<file path="src/rtl/q4_pkg.sv">
// Shared types and constants for the Q4 result collector.
package q4_pkg;

    localparam logic [1:0] LEGAL_MAX = 2'd3;
    localparam int         RES_W     = 8;

    typedef logic [RES_W-1:0] q4_result_t;

    function automatic logic is_legal(input q4_result_t v);
        return v <= {{(RES_W-2){1'b0}}, LEGAL_MAX};
    endfunction

endpackage

</file>
<file path="src/rtl/q4_result_collector_if.sv">
// Valid/ready handshake bundle between the selector stage and the collector.
interface q4_result_collector_if;
    import q4_pkg::*;

    q4_result_t in_data;
    logic       in_valid;
    logic       in_ready;
    q4_result_t out_data;
    logic       out_valid;
    logic       out_ready;

    modport master (output in_data, in_valid, out_ready,
                    input  in_ready, out_data, out_valid);
    modport slave  (input  in_data, in_valid, out_ready,
                    output in_ready, out_data, out_valid);
endinterface

</file>
<file path="src/rtl/q4_fifo.sv">
// Registered FIFO storage; count alone tells full from empty, flush empties it.
module q4_fifo
    import q4_pkg::*;
#(
    parameter int DEPTH = 4,
    parameter int W     = RES_W
) (
    input  logic                     clk,
    input  logic                     clear,
    input  logic                     flush,
    input  logic                     push,
    input  logic                     pop,
    input  logic [W-1:0]             wr_data,
    output logic [W-1:0]             rd_data,
    output logic [$clog2(DEPTH):0]   count,
    output logic                     full,
    output logic                     empty
);
    localparam int PTR_W = $clog2(DEPTH);
    localparam int CNT_W = PTR_W + 1;

    logic [W-1:0]     mem_q [DEPTH];
    logic [W-1:0]     mem_d [DEPTH];
    logic [PTR_W-1:0] wr_ptr_q, wr_ptr_d;
    logic [PTR_W-1:0] rd_ptr_q, rd_ptr_d;
    logic [CNT_W-1:0] count_q, count_d;

    always_comb begin
        mem_d    = mem_q;
        wr_ptr_d = wr_ptr_q;
        rd_ptr_d = rd_ptr_q;
        count_d  = count_q;
        if (flush) begin
            wr_ptr_d = '0;
            rd_ptr_d = '0;
            count_d  = '0;
        end else begin
            if (push) begin
                mem_d[wr_ptr_q] = wr_data;
                wr_ptr_d        = wr_ptr_q + PTR_W'(1);
            end
            if (pop) begin
                rd_ptr_d = rd_ptr_q + PTR_W'(1);
            end
            case ({push, pop})
                2'b10:   count_d = count_q + CNT_W'(1);
                2'b01:   count_d = count_q - CNT_W'(1);
                default: count_d = count_q;
            endcase
        end
    end

    always_ff @(posedge clk or negedge clear) begin
        if (!clear) begin
            for (int i = 0; i < DEPTH; i++) mem_q[i] <= '0;
            wr_ptr_q <= '0;
            rd_ptr_q <= '0;
            count_q  <= '0;
        end else begin
            mem_q    <= mem_d;
            wr_ptr_q <= wr_ptr_d;
            rd_ptr_q <= rd_ptr_d;
            count_q  <= count_d;
        end
    end

    assign full    = (count_q == CNT_W'(DEPTH));
    assign empty   = (count_q == '0);
    assign count   = count_q;
    // Stale storage must never leak out while nothing is queued.
    assign rd_data = empty ? '0 : mem_q[rd_ptr_q];

endmodule

</file>
<file path="src/rtl/q4_result_collector.sv">
// Q4 result collector: handshake glue, sticky range check, optional hit histograms.
// Histograms are built only when Q4_HISTOGRAM_EN is defined.
module q4_result_collector
    import q4_pkg::*;
#(
    parameter int DEPTH = 4,
    parameter int CNT_W = 8
) (
    input  logic                     clk,
    input  logic                     clear,
    input  logic                     flush,
    q4_result_collector_if.slave     bus,
    output logic [$clog2(DEPTH):0]   count,
    output logic                     range_err,
    input  logic [1:0]               hist_sel,
    output logic [CNT_W-1:0]         hist_count
);
    logic full, empty, push, pop;
    logic range_err_q, range_err_d;

    // in_ready comes straight from full, so a pop never frees space in the same cycle.
    assign bus.in_ready  = !full;
    assign bus.out_valid = !empty;
    assign push          = bus.in_valid && !full;
    assign pop           = !empty && bus.out_ready;

    q4_fifo #(.DEPTH(DEPTH), .W(RES_W)) u_fifo (
        .clk     (clk),
        .clear   (clear),
        .flush   (flush),
        .push    (push),
        .pop     (pop),
        .wr_data (bus.in_data),
        .rd_data (bus.out_data),
        .count   (count),
        .full    (full),
        .empty   (empty)
    );

    always_comb begin
        range_err_d = range_err_q;
        if (flush)
            range_err_d = 1'b0;
        else if (push && !is_legal(bus.in_data))
            range_err_d = 1'b1;
    end

    always_ff @(posedge clk or negedge clear) begin
        if (!clear) range_err_q <= 1'b0;
        else        range_err_q <= range_err_d;
    end

    assign range_err = range_err_q;

`ifdef Q4_HISTOGRAM_EN
    logic [CNT_W-1:0] hist_q [4];
    logic [CNT_W-1:0] hist_d [4];

    always_comb begin
        hist_d = hist_q;
        if (push && !flush && is_legal(bus.in_data)) begin
            if (hist_q[bus.in_data[1:0]] != '1)
                hist_d[bus.in_data[1:0]] = hist_q[bus.in_data[1:0]] + CNT_W'(1);
        end
    end

    always_ff @(posedge clk or negedge clear) begin
        if (!clear) begin
            for (int i = 0; i < 4; i++) hist_q[i] <= '0;
        end else begin
            hist_q <= hist_d;
        end
    end

    assign hist_count = hist_q[hist_sel];
`else
    logic hist_sel_unused;
    assign hist_sel_unused = ^hist_sel;
    assign hist_count      = '0;
`endif

endmodule

</file>
<file path="src/flat_wrapper.sv">
// flat-port wrapper written by rule: the top's interface ports become plain ports
module q4_result_collector_flat import q4_pkg::*;
#(
    parameter int DEPTH = 4,
    parameter int CNT_W = 8
)
  (clk, clear, flush, count, range_err, hist_sel, hist_count, bus_in_data, bus_in_valid, bus_out_ready, bus_in_ready, bus_out_data, bus_out_valid);
  q4_result_collector_if bus_i ();
  input  logic clk;
  input  logic clear;
  input  logic flush;
  output logic [$clog2(DEPTH):0] count;
  output logic range_err;
  input  logic [1:0] hist_sel;
  output logic [CNT_W-1:0] hist_count;
  input wire logic [$bits(bus_i.in_data)-1:0] bus_in_data;
  input wire logic [$bits(bus_i.in_valid)-1:0] bus_in_valid;
  input wire logic [$bits(bus_i.out_ready)-1:0] bus_out_ready;
  output wire logic [$bits(bus_i.in_ready)-1:0] bus_in_ready;
  output wire logic [$bits(bus_i.out_data)-1:0] bus_out_data;
  output wire logic [$bits(bus_i.out_valid)-1:0] bus_out_valid;
  assign bus_i.in_data = bus_in_data;
  assign bus_i.in_valid = bus_in_valid;
  assign bus_i.out_ready = bus_out_ready;
  assign bus_in_ready = bus_i.in_ready;
  assign bus_out_data = bus_i.out_data;
  assign bus_out_valid = bus_i.out_valid;
  q4_result_collector #(.DEPTH(DEPTH), .CNT_W(CNT_W)) u_core (.clk(clk), .clear(clear), .flush(flush), .bus(bus_i), .count(count), .range_err(range_err), .hist_sel(hist_sel), .hist_count(hist_count));
endmodule
</file>
<file path="config.mk">
export PLATFORM = sky130hd
export DESIGN_NAME = q4_result_collector_flat
export DESIGN_NICKNAME = d
export VERILOG_FILES = /design/src/rtl/q4_pkg.sv /design/src/rtl/q4_result_collector_if.sv /design/src/rtl/q4_fifo.sv /design/src/rtl/q4_result_collector.sv /design/src/flat_wrapper.sv
export SDC_FILE = /design/constraint.sdc
export NUM_CORES = 1
export LEC_CHECK = 0
export BUFFER_PORTS_ARGS = -buffer_cell sky130_fd_sc_hd__buf_2
export CORE_MARGIN = 1
export CORE_UTILIZATION = 55
export CTS_CLUSTER_DIAMETER = 50
export DETAILED_ROUTE_END_ITERATION = 12
export PLACE_DENSITY = 0.79
export SETUP_SLACK_MARGIN = 0.1
export SYNTH_ARGS = -nofsm -noshare
export SYNTH_HDL_FRONTEND = slang
export SYNTH_SLANG_ARGS = --single-unit
export TNS_END_PERCENT = 30
</file>
<file path="constraint.sdc">
create_clock -name clk -period 2.5 [get_ports clk]
set_input_delay 0.5 -clock clk [delete_from_list [all_inputs] [get_ports clk]]
set_output_delay 0.5 -clock clk [all_outputs]
set_load 0.01 [all_outputs]
</file>
==> qor.yml <==
period_minus_slack_ns: 2.16
status: "complete, no violations"
crit_type: "reg -> reg"
gr-total-overflow: 0
htreeDepth: 2
wirelength_mm: 4.01
synth.cell_area_um2: 2130
setup_viol: 0
place_hpwl_mm: 2.84
clk_path_buf_depth: 2
yosysMostFrequentCell: "dfrtp_1"
drive_above_1_share: 0.417
min_path_type: "in -> async"
dieWidth_um: 64.2
worstMarginPinSlew_ns: 0.882
netlist_top_cells_count: "dfrtp_1, mux2_2"
synth_cells: 165
avgSynthCellArea_um2: 12.9
ctsResizeCount: 0
rows: 22
ys_types: 40
synthArstFlopShare: 1.00
fin_setup_tns_ns: 0
cts_root_buffer: "clkbuf_8"
ant_nets: 0
hold_viol_final: 0
yosysTopAreaCellShare: 0.471
grt_pass1_wl_mm: 6.80
yosysSeqAreaShare: 0.471
drv_slew: 0
start_util: 0.577
antennaDiodeCount: 0
dpl_worst_slack_ns: 0.350
die_y_um: 64.2
cts_tree: "built"
synth_edf_count: 0
portBuffers: 26
vdd_drop_max_v: 0.000593
cts-buffers-inserted: 5
drc_errors: 0
fin_crit_sh: 0.863
synth_top_area_cell: "dfrtp_1"
grt_pass1_vias: 1383
required_ns: 2.67
skew_ns: 0.00524
fmax_ghz: 0.463
ys.flop_type: "dfrtp_1"
clock_latency_ns: 0.29
relSlewSlack: 0.412
use_met3: 0.0661
nets: 212
startpoint_type: "flip-flop"
yosysWarnings: 0
track_usage: 0.228
drtIter0Drc: 61
grt_start_max_net_pins: 41
met2_usage: 0.379
grt_busiest_layer: "met2"
core_um2: 3690
clk_pin_slew_ns: 0.07
yosys-top-cells-area: "dfrtp_1, mux2_2, mux4_2"
synth-seq-cells: 40
hold_buffers: 0
io-pin-count: 37
antenna_found_initial: 0
dieArea_um2: 4120
cts.sinks: 40
vias: 1348
firstDrtPassIters: 4
grtUsageMet1: 0.285
cellPowerDensity_nw_per_um2: 886
worstSetupEndpointType: "flip-flop"
leakagePower_uw: 0.00111
avgRoutedWirePerCell_um: 16.7
area_delta_synth_final_pct: 10.1
cts_setup_buffers: 0
drv_cap: 0
cp_max_fo: 8
grt_setup_unrepaired: "no"
gp_congestion: 0.767
viasPerCell: 5.62
setup_slack_ns: 0.342
worstPathArrival_ns: 2.32
-- layout by cell type (no fill, tap or decap), drive strengths merged, types with 3 or more instances in the layout --
master  count
dfrtp      40
buf        31
xor2        3
ha          4
mux4        8
mux2       32
o21ai       3
a21oi       5
conb        8
and2        8
nand3       3
clkbuf      6
nor2        6
nand2       7
inv         6
o22ai       3
-- power by group --
group,total (uW),switching [uW],internal [uW],leakage (uW)
registers,983,121,862,0.000507
clock network,399,210,190,0.0000410
logic,692,278,414,0.000559
total,2070,609,1470,0.00111
-- path summary, 6_finish.rpt --
| check | from | end | slack, ns | cells past startpoint |
|---|---|---|---|---|
| worst max-delay path | u_core.u_fifo.count[2] | u_core.u_fifo.count[1] | 0.34 | 5 |
| worst min-delay path | clear | u_core.u_fifo.mem_q[31] | 0.32 | 1 |
| worst max register to register | u_core.u_fifo.count[2] | u_core.u_fifo.count[1] | 0.34 | 5 |
| worst min register to register | u_core.u_fifo.mem_q[2] | u_core.u_fifo.mem_q[2] | 0.51 | 1 |
| max in group asynchronous | clear | u_core.u_fifo.count[1] | 1.62 | 1 |
| min in group clk | bus_in_data[1] | u_core.u_fifo.mem_q[9] | 0.47 | 2 |
-- area by class of cell --
cell class / instances / area, um^2
clock inverters: 1 / 5.00
fillers: 304 / 1350
repair buffers: 31 / 168
multi-input cells: 108 / 1010
inverters: 6 / 22.5
flip-flops and latches: 40 / 1000
well taps: 48 / 60.1
clock buffers: 6 / 72.6
-- registers in the layout (all words and copies together) (netlist names) --
name	count
u_core.u_fifo.mem_q	32
u_core.u_fifo.count	3
u_core.u_fifo.rd_ptr_q	2
u_core.u_fifo.wr_ptr_q	2
u_core.range_err	1
-- logic make-up after synthesis --
logic type,Yosys count,synth area share
AOI/OAI and AO/OA,18,0.0547
buffers and inverters,24,0.0653
adders and majority gates,5,0.0329
muxes,40,0.268
other,1,0.00176
DFF,40,0.471
and+or+nand+nor,33,0.0900
xor gates and xnor gates,4,0.0165
-- metal layers --
metal | vias to the layer above | share of wire
li1 | 623 | -
met1 | 691 | 0.44
met2 | 29 | 0.52
met3 | 5 | 0.031
met4 | 0 | 0.011
met5 | - | 0
-- worst max-delay path: stages, from the launching register on --
cell and delay [ns]:
dfrtp_1 0.45, or3_1 0.41, and3_1 0.21, fa_1 0.51, o21ai_0 0.10, a2111oi_0 0.37
-- per-stage QoR --
step	cells	instance area (um^2)	utilization	hold WS, ns	power, uW
2_1_floorplan	172	2150	-	0.204	1490
3_3_place_gp	233	2260	0.614	0.468	1630
3_5_place_dp	233	2260	0.614	0.486	1700
4_1_cts	240	2340	0.635	0.350	2090
5_1_grt	240	2340	0.635	0.389	2210
6_report	240	2340	0.635	0.323	2070
Note: power is estimated with default switching activity, not from simulation.
